--- config.mk ---
export PLATFORM = sky130hd
export DESIGN_NAME = csr_fence_ctrl_flat
export DESIGN_NICKNAME = d
export VERILOG_FILES = /design/src/rtl/csr_fence_ctrl_if.sv /design/src/rtl/csr_fence_ctrl.sv /design/src/flat_wrapper.sv
export SDC_FILE = /design/constraint.sdc
export NUM_CORES = 1
export LEC_CHECK = 0
export ABC_CLOCK_PERIOD_IN_PS = 3050
export BUFFER_PORTS_ARGS = -buffer_cell sky130_fd_sc_hd__buf_2
export CORE_MARGIN = 5
export CORE_UTILIZATION = 55
export DETAILED_ROUTE_END_ITERATION = 10
export PLACE_DENSITY_LB_ADDON = 0.15
export SLEW_MARGIN = 10
export SYNTH_ARGS = -nofsm -noshare
export SYNTH_HDL_FRONTEND = slang
export SYNTH_SLANG_ARGS = --single-unit
export TNS_END_PERCENT = 20
--- constraint.sdc ---
create_clock -name clk -period 3.05 [get_ports clk]
set_clock_uncertainty 0.1 [all_clocks]
set_input_delay 0.1525 -clock clk [delete_from_list [all_inputs] [get_ports clk]]
set_output_delay 0.1525 -clock clk [all_outputs]
set_load 0.01 [all_outputs]
--- src/rtl/csr_fence_ctrl_if.sv ---
// Bundle of issue/commit/fence-query/unlock signals between the CSR fence controller and its neighbours.
// master = pipeline side, slave = csr_fence_ctrl.
interface csr_fence_ctrl_if #(
   parameter int NUM_WARPS = 4,
   parameter int WID_W     = (NUM_WARPS > 1) ? $clog2(NUM_WARPS) : 1
);
   logic                 issue_valid;
   logic [WID_W-1:0]     issue_wid;
   logic                 issue_fence;
   logic                 issue_ready;
   logic                 commit_valid;
   logic [WID_W-1:0]     commit_wid;
   logic [WID_W-1:0]     alm_empty_wid;
   logic                 alm_empty;
   logic                 unlock_valid;
   logic [WID_W-1:0]     unlock_wid;
   logic [NUM_WARPS-1:0] locked_mask;
   logic                 underflow_err;
   logic [31:0]          perf_lock_stalls;

   modport master (
      output issue_valid, issue_wid, issue_fence, commit_valid, commit_wid,
             alm_empty_wid, unlock_valid, unlock_wid,
      input  issue_ready, alm_empty, locked_mask, underflow_err, perf_lock_stalls
   );

   modport slave (
      input  issue_valid, issue_wid, issue_fence, commit_valid, commit_wid,
             alm_empty_wid, unlock_valid, unlock_wid,
      output issue_ready, alm_empty, locked_mask, underflow_err, perf_lock_stalls
   );
endinterface

--- src/rtl/csr_fence_ctrl.sv ---
// Per-warp in-flight tracking and issue lock for FPU CSR fences (drain-before-access).
// Optional stall counter enabled by defining CSR_FENCE_PERF_EN.
module csr_fence_ctrl #(
   parameter int NUM_WARPS = 4,
   parameter int CNT_W     = 4,
   parameter int WID_W     = (NUM_WARPS > 1) ? $clog2(NUM_WARPS) : 1
) (
   input logic              clk,
   input logic              reset_n,
   csr_fence_ctrl_if.slave  bus
);

   localparam logic [CNT_W-1:0] PMAX = '1;

   typedef enum logic {UNLOCKED = 1'b0, LOCKED = 1'b1} lock_state_t;

   logic [1:0]       rst_sync_q;
   logic             rst_n_i;
   logic [CNT_W-1:0] pending_q [NUM_WARPS];
   logic [CNT_W-1:0] pending_d [NUM_WARPS];
   lock_state_t      st_q      [NUM_WARPS];
   lock_state_t      st_d      [NUM_WARPS];
   logic             uf_q;
   logic             uf_set;
   logic             issue_wid_ok, commit_wid_ok, alm_wid_ok, unlock_wid_ok;
   logic             issue_rdy, issue_acc;

   function automatic logic wid_ok(input logic [WID_W-1:0] wid);
      return {1'b0, wid} < (WID_W+1)'(NUM_WARPS);
   endfunction

   // Simultaneous +1/-1 cancel; decrement stops at zero instead of wrapping.
   function automatic logic [CNT_W-1:0] cnt_next(input logic [CNT_W-1:0] cur,
                                                 input logic inc, input logic dec);
      if (inc && !dec) return cur + CNT_W'(1);
      if (dec && !inc && cur != '0) return cur - CNT_W'(1);
      return cur;
   endfunction

   // Async assert, release aligned to clk through two flops.
   always_ff @(posedge clk or negedge reset_n) begin
      if (!reset_n) rst_sync_q <= 2'b00;
      else          rst_sync_q <= {rst_sync_q[0], 1'b1};
   end
   assign rst_n_i = rst_sync_q[1];

   assign issue_wid_ok  = wid_ok(bus.issue_wid);
   assign commit_wid_ok = wid_ok(bus.commit_wid);
   assign alm_wid_ok    = wid_ok(bus.alm_empty_wid);
   assign unlock_wid_ok = wid_ok(bus.unlock_wid);

   always_comb begin
      issue_rdy = 1'b0;
      if (issue_wid_ok)
         issue_rdy = (st_q[bus.issue_wid] == UNLOCKED) && (pending_q[bus.issue_wid] != PMAX);
   end
   assign issue_acc       = bus.issue_valid && issue_rdy;
   assign bus.issue_ready = issue_rdy;

   always_comb begin
      bus.alm_empty = 1'b0;
      if (alm_wid_ok) bus.alm_empty = (pending_q[bus.alm_empty_wid] <= CNT_W'(1));
   end

   always_comb begin
      uf_set = 1'b0;
      for (int i = 0; i < NUM_WARPS; i++) begin
         logic inc, dec;
         inc = issue_acc && (bus.issue_wid == WID_W'(i));
         dec = bus.commit_valid && commit_wid_ok && (bus.commit_wid == WID_W'(i));
         pending_d[i] = cnt_next(pending_q[i], inc, dec);
         if (dec && !inc && pending_q[i] == '0) uf_set = 1'b1;
      end
   end

   always_ff @(posedge clk or negedge rst_n_i) begin
      if (!rst_n_i) begin
         for (int i = 0; i < NUM_WARPS; i++) pending_q[i] <= '0;
         uf_q <= 1'b0;
      end else begin
         for (int i = 0; i < NUM_WARPS; i++) pending_q[i] <= pending_d[i];
         uf_q <= uf_q | uf_set;
      end
   end
   assign bus.underflow_err = uf_q;

   always_ff @(posedge clk or negedge rst_n_i) begin
      if (!rst_n_i) for (int i = 0; i < NUM_WARPS; i++) st_q[i] <= UNLOCKED;
      else          for (int i = 0; i < NUM_WARPS; i++) st_q[i] <= st_d[i];
   end

   // A lock arriving with an unlock for the same warp wins.
   always_comb begin
      for (int i = 0; i < NUM_WARPS; i++) begin
         logic lock_i, unlock_i;
         lock_i   = issue_acc && bus.issue_fence && (bus.issue_wid == WID_W'(i));
         unlock_i = bus.unlock_valid && unlock_wid_ok && (bus.unlock_wid == WID_W'(i));
         st_d[i]  = st_q[i];
         case (st_q[i])
            UNLOCKED: if (lock_i)             st_d[i] = LOCKED;
            LOCKED:   if (unlock_i && !lock_i) st_d[i] = UNLOCKED;
            default:                           st_d[i] = UNLOCKED;
         endcase
      end
   end

   always_comb begin
      for (int i = 0; i < NUM_WARPS; i++) bus.locked_mask[i] = (st_q[i] == LOCKED);
   end

`ifdef CSR_FENCE_PERF_EN
   logic [31:0] perf_q;
   logic        stall_hit;

   always_comb begin
      stall_hit = 1'b0;
      if (bus.issue_valid && issue_wid_ok) stall_hit = (st_q[bus.issue_wid] == LOCKED);
   end

   always_ff @(posedge clk or negedge rst_n_i) begin
      if (!rst_n_i)       perf_q <= '0;
      else if (stall_hit) perf_q <= perf_q + 32'd1;
   end
   assign bus.perf_lock_stalls = perf_q;
`else
   assign bus.perf_lock_stalls = 32'd0;
`endif

endmodule

--- src/flat_wrapper.sv ---
// flat-port wrapper written by rule: the top's interface ports become plain ports
module csr_fence_ctrl_flat 
#(
   parameter int NUM_WARPS = 4,
   parameter int CNT_W     = 4,
   parameter int WID_W     = (NUM_WARPS > 1) ? $clog2(NUM_WARPS) : 1
)
  (clk, reset_n, bus_issue_valid, bus_issue_wid, bus_issue_fence, bus_commit_valid, bus_commit_wid, bus_alm_empty_wid, bus_unlock_valid, bus_unlock_wid, bus_issue_ready, bus_alm_empty, bus_locked_mask, bus_underflow_err, bus_perf_lock_stalls);
  csr_fence_ctrl_if #(.NUM_WARPS(NUM_WARPS), .WID_W(WID_W)) bus_i ();
  input logic clk;
  input logic reset_n;
  input wire logic [$bits(bus_i.issue_valid)-1:0] bus_issue_valid;
  input wire logic [$bits(bus_i.issue_wid)-1:0] bus_issue_wid;
  input wire logic [$bits(bus_i.issue_fence)-1:0] bus_issue_fence;
  input wire logic [$bits(bus_i.commit_valid)-1:0] bus_commit_valid;
  input wire logic [$bits(bus_i.commit_wid)-1:0] bus_commit_wid;
  input wire logic [$bits(bus_i.alm_empty_wid)-1:0] bus_alm_empty_wid;
  input wire logic [$bits(bus_i.unlock_valid)-1:0] bus_unlock_valid;
  input wire logic [$bits(bus_i.unlock_wid)-1:0] bus_unlock_wid;
  output wire logic [$bits(bus_i.issue_ready)-1:0] bus_issue_ready;
  output wire logic [$bits(bus_i.alm_empty)-1:0] bus_alm_empty;
  output wire logic [$bits(bus_i.locked_mask)-1:0] bus_locked_mask;
  output wire logic [$bits(bus_i.underflow_err)-1:0] bus_underflow_err;
  output wire logic [$bits(bus_i.perf_lock_stalls)-1:0] bus_perf_lock_stalls;
  assign bus_i.issue_valid = bus_issue_valid;
  assign bus_i.issue_wid = bus_issue_wid;
  assign bus_i.issue_fence = bus_issue_fence;
  assign bus_i.commit_valid = bus_commit_valid;
  assign bus_i.commit_wid = bus_commit_wid;
  assign bus_i.alm_empty_wid = bus_alm_empty_wid;
  assign bus_i.unlock_valid = bus_unlock_valid;
  assign bus_i.unlock_wid = bus_unlock_wid;
  assign bus_issue_ready = bus_i.issue_ready;
  assign bus_alm_empty = bus_i.alm_empty;
  assign bus_locked_mask = bus_i.locked_mask;
  assign bus_underflow_err = bus_i.underflow_err;
  assign bus_perf_lock_stalls = bus_i.perf_lock_stalls;
  csr_fence_ctrl #(.NUM_WARPS(NUM_WARPS), .CNT_W(CNT_W), .WID_W(WID_W)) u_core (.clk(clk), .reset_n(reset_n), .bus(bus_i));
endmodule
==> flow_metrics.py <==
metrics = {
    "pwr": {
        "irDropWorstVdd_mv": 0.347,
        "cell_internal_pwr_uw": 735,
        "pwr-share-clk_pct": 11.0,
        "switching_share_pct": 45.3,
        "power.density_nw_per_um2": 691,
        "pwr-share-comb_pct": 42.9,
        "p_leak_nw": 0.837,
        "p_sw_uw": 609,
        "total_power_mw": 1.34,
        "seq_power_share_pct": 46.1,
    },
    "timing": {
        "worst_pin_slew_ns": 0.884,
        "period_needed_ns": 2.00,
        "max_slew_margin_pct": 41.1,
        "finalSetupViolCount": 0,
        "worst_slack_ns": 1.05,
        "final-hold-violation-count": 0,
        "finalCritPeriodShare_pct": 65.7,
        "rsz0062_at_grt": "false",
        "finalSetupTns_ns": 0,
        "report.final.slew_viol_count": 0,
        "fmax_ghz": 0.499,
    },
    "placed_design": {
        "preCtsSetupSlack_ns": 1.18,
        "gp_congestion": 0.894,
        "port_buffers": 20,
        "placedCellCount": 271,
        "dpl.hpwl_mm": 3.10,
    },
    "worst_setup_path": {
        "critPathKind": "flop to output pin",
        "critPathMaxFanout": 10,
        "start_kind": "flop",
        "path_cells": "nand4_1, a32oi_1, a21oi_1, buf_2",
        "arrival_ns": 1.75,
        "critical_path_buf_inv_count": 1,
        "cpPeakStageDelay_ns": 0.52,
        "path_delay_family": "flip-flops",
        "critPathRequiredTime_ns": 2.80,
        "cp-end-kind": "output pin",
        "critPathSlowestCell": "dfrtp_1",
    },
    "clock_network": {
        "max-clock-path-buffers": 2,
        "clock_sinks": 23,
        "ctsResizeCount": 0,
        "numCtsBuffers": 3,
        "cts_max_level": 1,
        "cts_setup_buffers": 0,
        "cts_hold_buf": 3,
        "cts.clk_slew.worst_paths_ns": 0.14,
        "cts_root_buffer": "clkbuf_4",
        "tritoncts": "built",
        "insertion_delay_ns": 0.32,
    },
    "synthesis": {
        "yosysSeqAreaShare_pct": 30.3,
        "synth_area_leaders": "dfrtp_1 (30%), buf_4 (13%), ha_1 (5.3%)",
        "synth_top_family_by_area": "simple AND/OR/NAND/NOR gates",
        "synth-async-reset-ratio_pct": 100,
        "yosysTopAreaCell": "dfrtp_1",
        "yosysUniqueCellTypes": 61,
        "synth-simple-area-share_pct": 22.8,
        "synthFlopType": "dfrtp_1",
        "synth.avg_cell_area_um2": 8.86,
        "synth_top_area_share_pct": 30.3,
        "ys_ff_latch": 23,
        "synth_compound_area_share_pct": 20.6,
        "ys.warnings.count": 0,
        "netlist_area_um2": 1900,
        "synth-edff-count": 0,
        "syn_inst": 214,
        "synthAdderAreaFrac_pct": 5.28,
        "synth.area.mux_share_pct": 1.58,
        "synth_xor_area_share_pct": 1.85,
    },
    "floorplan": {
        "num_io_pins": 53,
        "core_region_area_um2": 3340,
        "row_count": 21,
        "dieArea_um2": 4720,
        "initial_utilization_pct": 56.8,
        "die_w_um": 68.7,
        "die_h_um": 68.7,
    },
    "global_routing": {
        "grt_overflow": 0,
        "grt_pass1_vias": 1491,
        "grt_usage_pct": 18.6,
        "grt_pass1_wl_mm": 6.78,
        "grt_antenna_before_repair": 0,
        "grt_max_degree": 22,
    },
    "run": {
        "drv_cap": 0,
    },
    "final_layout": {
        "final_cell_mix": "conb_1 (33), dfrtp_1 (23), buf_2 (20)",
        "final_common_cell": "conb_1",
        "utilization_pct": 58.3,
        "drive_above_1_share_pct": 13.8,
        "fin_cells": 278,
        "nets": 255,
        "antenna-diode-count": 0,
        "area_delta_synth_final_pct": 2.51,
    },
    "hold_path": {
        "hold_class": "primary input to flop",
    },
    "outcome": {
        "status": "complete, no violations",
    },
    "detailed_routing": {
        "wl_per_cell_um": 15.0,
        "via_count": 1639,
        "first_pass_iters": 6,
        "drtIter0Drc": 144,
        "drt-total-wl_mm": 4.18,
        "ant_nets": 0,
        "route.detailed.drc": 0,
        "vias_per_cell": 5.90,
    },
}
worst register-to-register path: cells and delay by family, from the launching register on:
family | cells | cell delay, ns
AO/OA/AOI/OAI | 2 | 0.35
buffers and inverters | 1 | 0.58
flip-flops | 1 | 0.52
AND/OR/NAND/NOR | 1 | 0.36
sequential cells by signal, summed over array words and instances, names as in the netlist:
name / flops
u_core.pending_q: 16
u_core.rst_sync_q: 2
u_core.bus.locked_mask: 4
u_core.bus.underflow_err: 1
cell type report:
type	instances	area (µm²)
Tap cell	46	57.6
Clock inverter	1	5.00
Fill cell	325	1390
Multi-Input combinational cell	171	1110
Inverter	11	41.3
Timing Repair Buffer	23	130
Clock buffer	3	22.5
Sequential cell	23	576
routing by layer:
layer | global-route usage, % | up-vias | share of wire (%)
li1 | - | 781 | -
met1 | 23.8 | 793 | 43
met2 | 32.3 | 61 | 51
met3 | 2.59 | 4 | 5.6
met4 | 5.60 | 0 | 0.62
met5 | 0 | - | 0
final timing paths:
path                                                 start                                   to  slack, ns  cells after the start
max in group asynchronous   u_core.rst_sync_q[1]$_DFF_PN0_   u_core.bus.underflow_err$_DFF_PN0_       2.03                      0
min reg2reg                 u_core.rst_sync_q[0]$_DFF_PN0_       u_core.rst_sync_q[1]$_DFF_PN0_       0.27                      0
min in group asynchronous                          reset_n       u_core.rst_sync_q[1]$_DFF_PN0_       0.04                      2
min                                        bus_issue_fence  u_core.bus.locked_mask[0]$_DFF_PN0_       0.02                      2
max                        u_core.pending_q[1]$_DFFE_PN0P_                      bus_issue_ready       1.05                      4
max reg2reg                u_core.pending_q[1]$_DFFE_PN0P_  u_core.bus.locked_mask[3]$_DFF_PN0_       1.05                      4
cell families after synthesis:
logic type,Yosys count
fa+ha+maj,8
simple gates,67
other cells,2
xor+xnor,4
compound gates,56
flops,23
buf+inv,51
mux,3
cells in the mapped netlist, types with 2 or more instances:
| cell type | count |
|---|---|
| or3b_1 | 2 |
| a221oi_1 | 2 |
| a32oi_1 | 2 |
| nand4_1 | 11 |
| ha_1 | 8 |
| nor3b_1 | 2 |
| nand3_1 | 3 |
| o22ai_1 | 2 |
| nor3_1 | 3 |
| a21oi_1 | 11 |
| a41oi_1 | 3 |
| nor2_1 | 10 |
| clkbuf_1 | 4 |
| xnor2_1 | 4 |
| conb_1 | 2 |
| nor4_1 | 3 |
| nor4b_1 | 2 |
| and2_1 | 3 |
| nand3b_1 | 4 |
| dfrtp_1 | 23 |
| mux2i_1 | 3 |
| o21ai_0 | 12 |
| inv_1 | 11 |
| a31oi_1 | 2 |
| a22o_1 | 2 |
| o211ai_1 | 7 |
| or4_1 | 3 |
| buf_4 | 33 |
| nand2_1 | 5 |
power by group through the flow:
stage / logic, mW / registers, mW / clock network [mW]
after floorplan: 0.497 / 0.554 / 0
after global placement: 0.540 / 0.609 / 0
after detailed placement: 0.557 / 0.620 / 0
after CTS: 0.574 / 0.613 / 0.153
after global routing: 0.658 / 0.642 / 0.160
final: 0.576 / 0.620 / 0.148
through the flow:
| step | hold WS [ns] | cell area [µm²] |
|---|---|---|
| after global routing | 0.0187 | 1940 |
| after floorplan | -0.243 | 2010 |
| final | 0.0191 | 1940 |
| after CTS | 0.00576 | 1940 |
| after global placement | -0.160 | 1890 |
| after detailed placement | -0.159 | 1890 |
(Power assumes the default switching activity.)
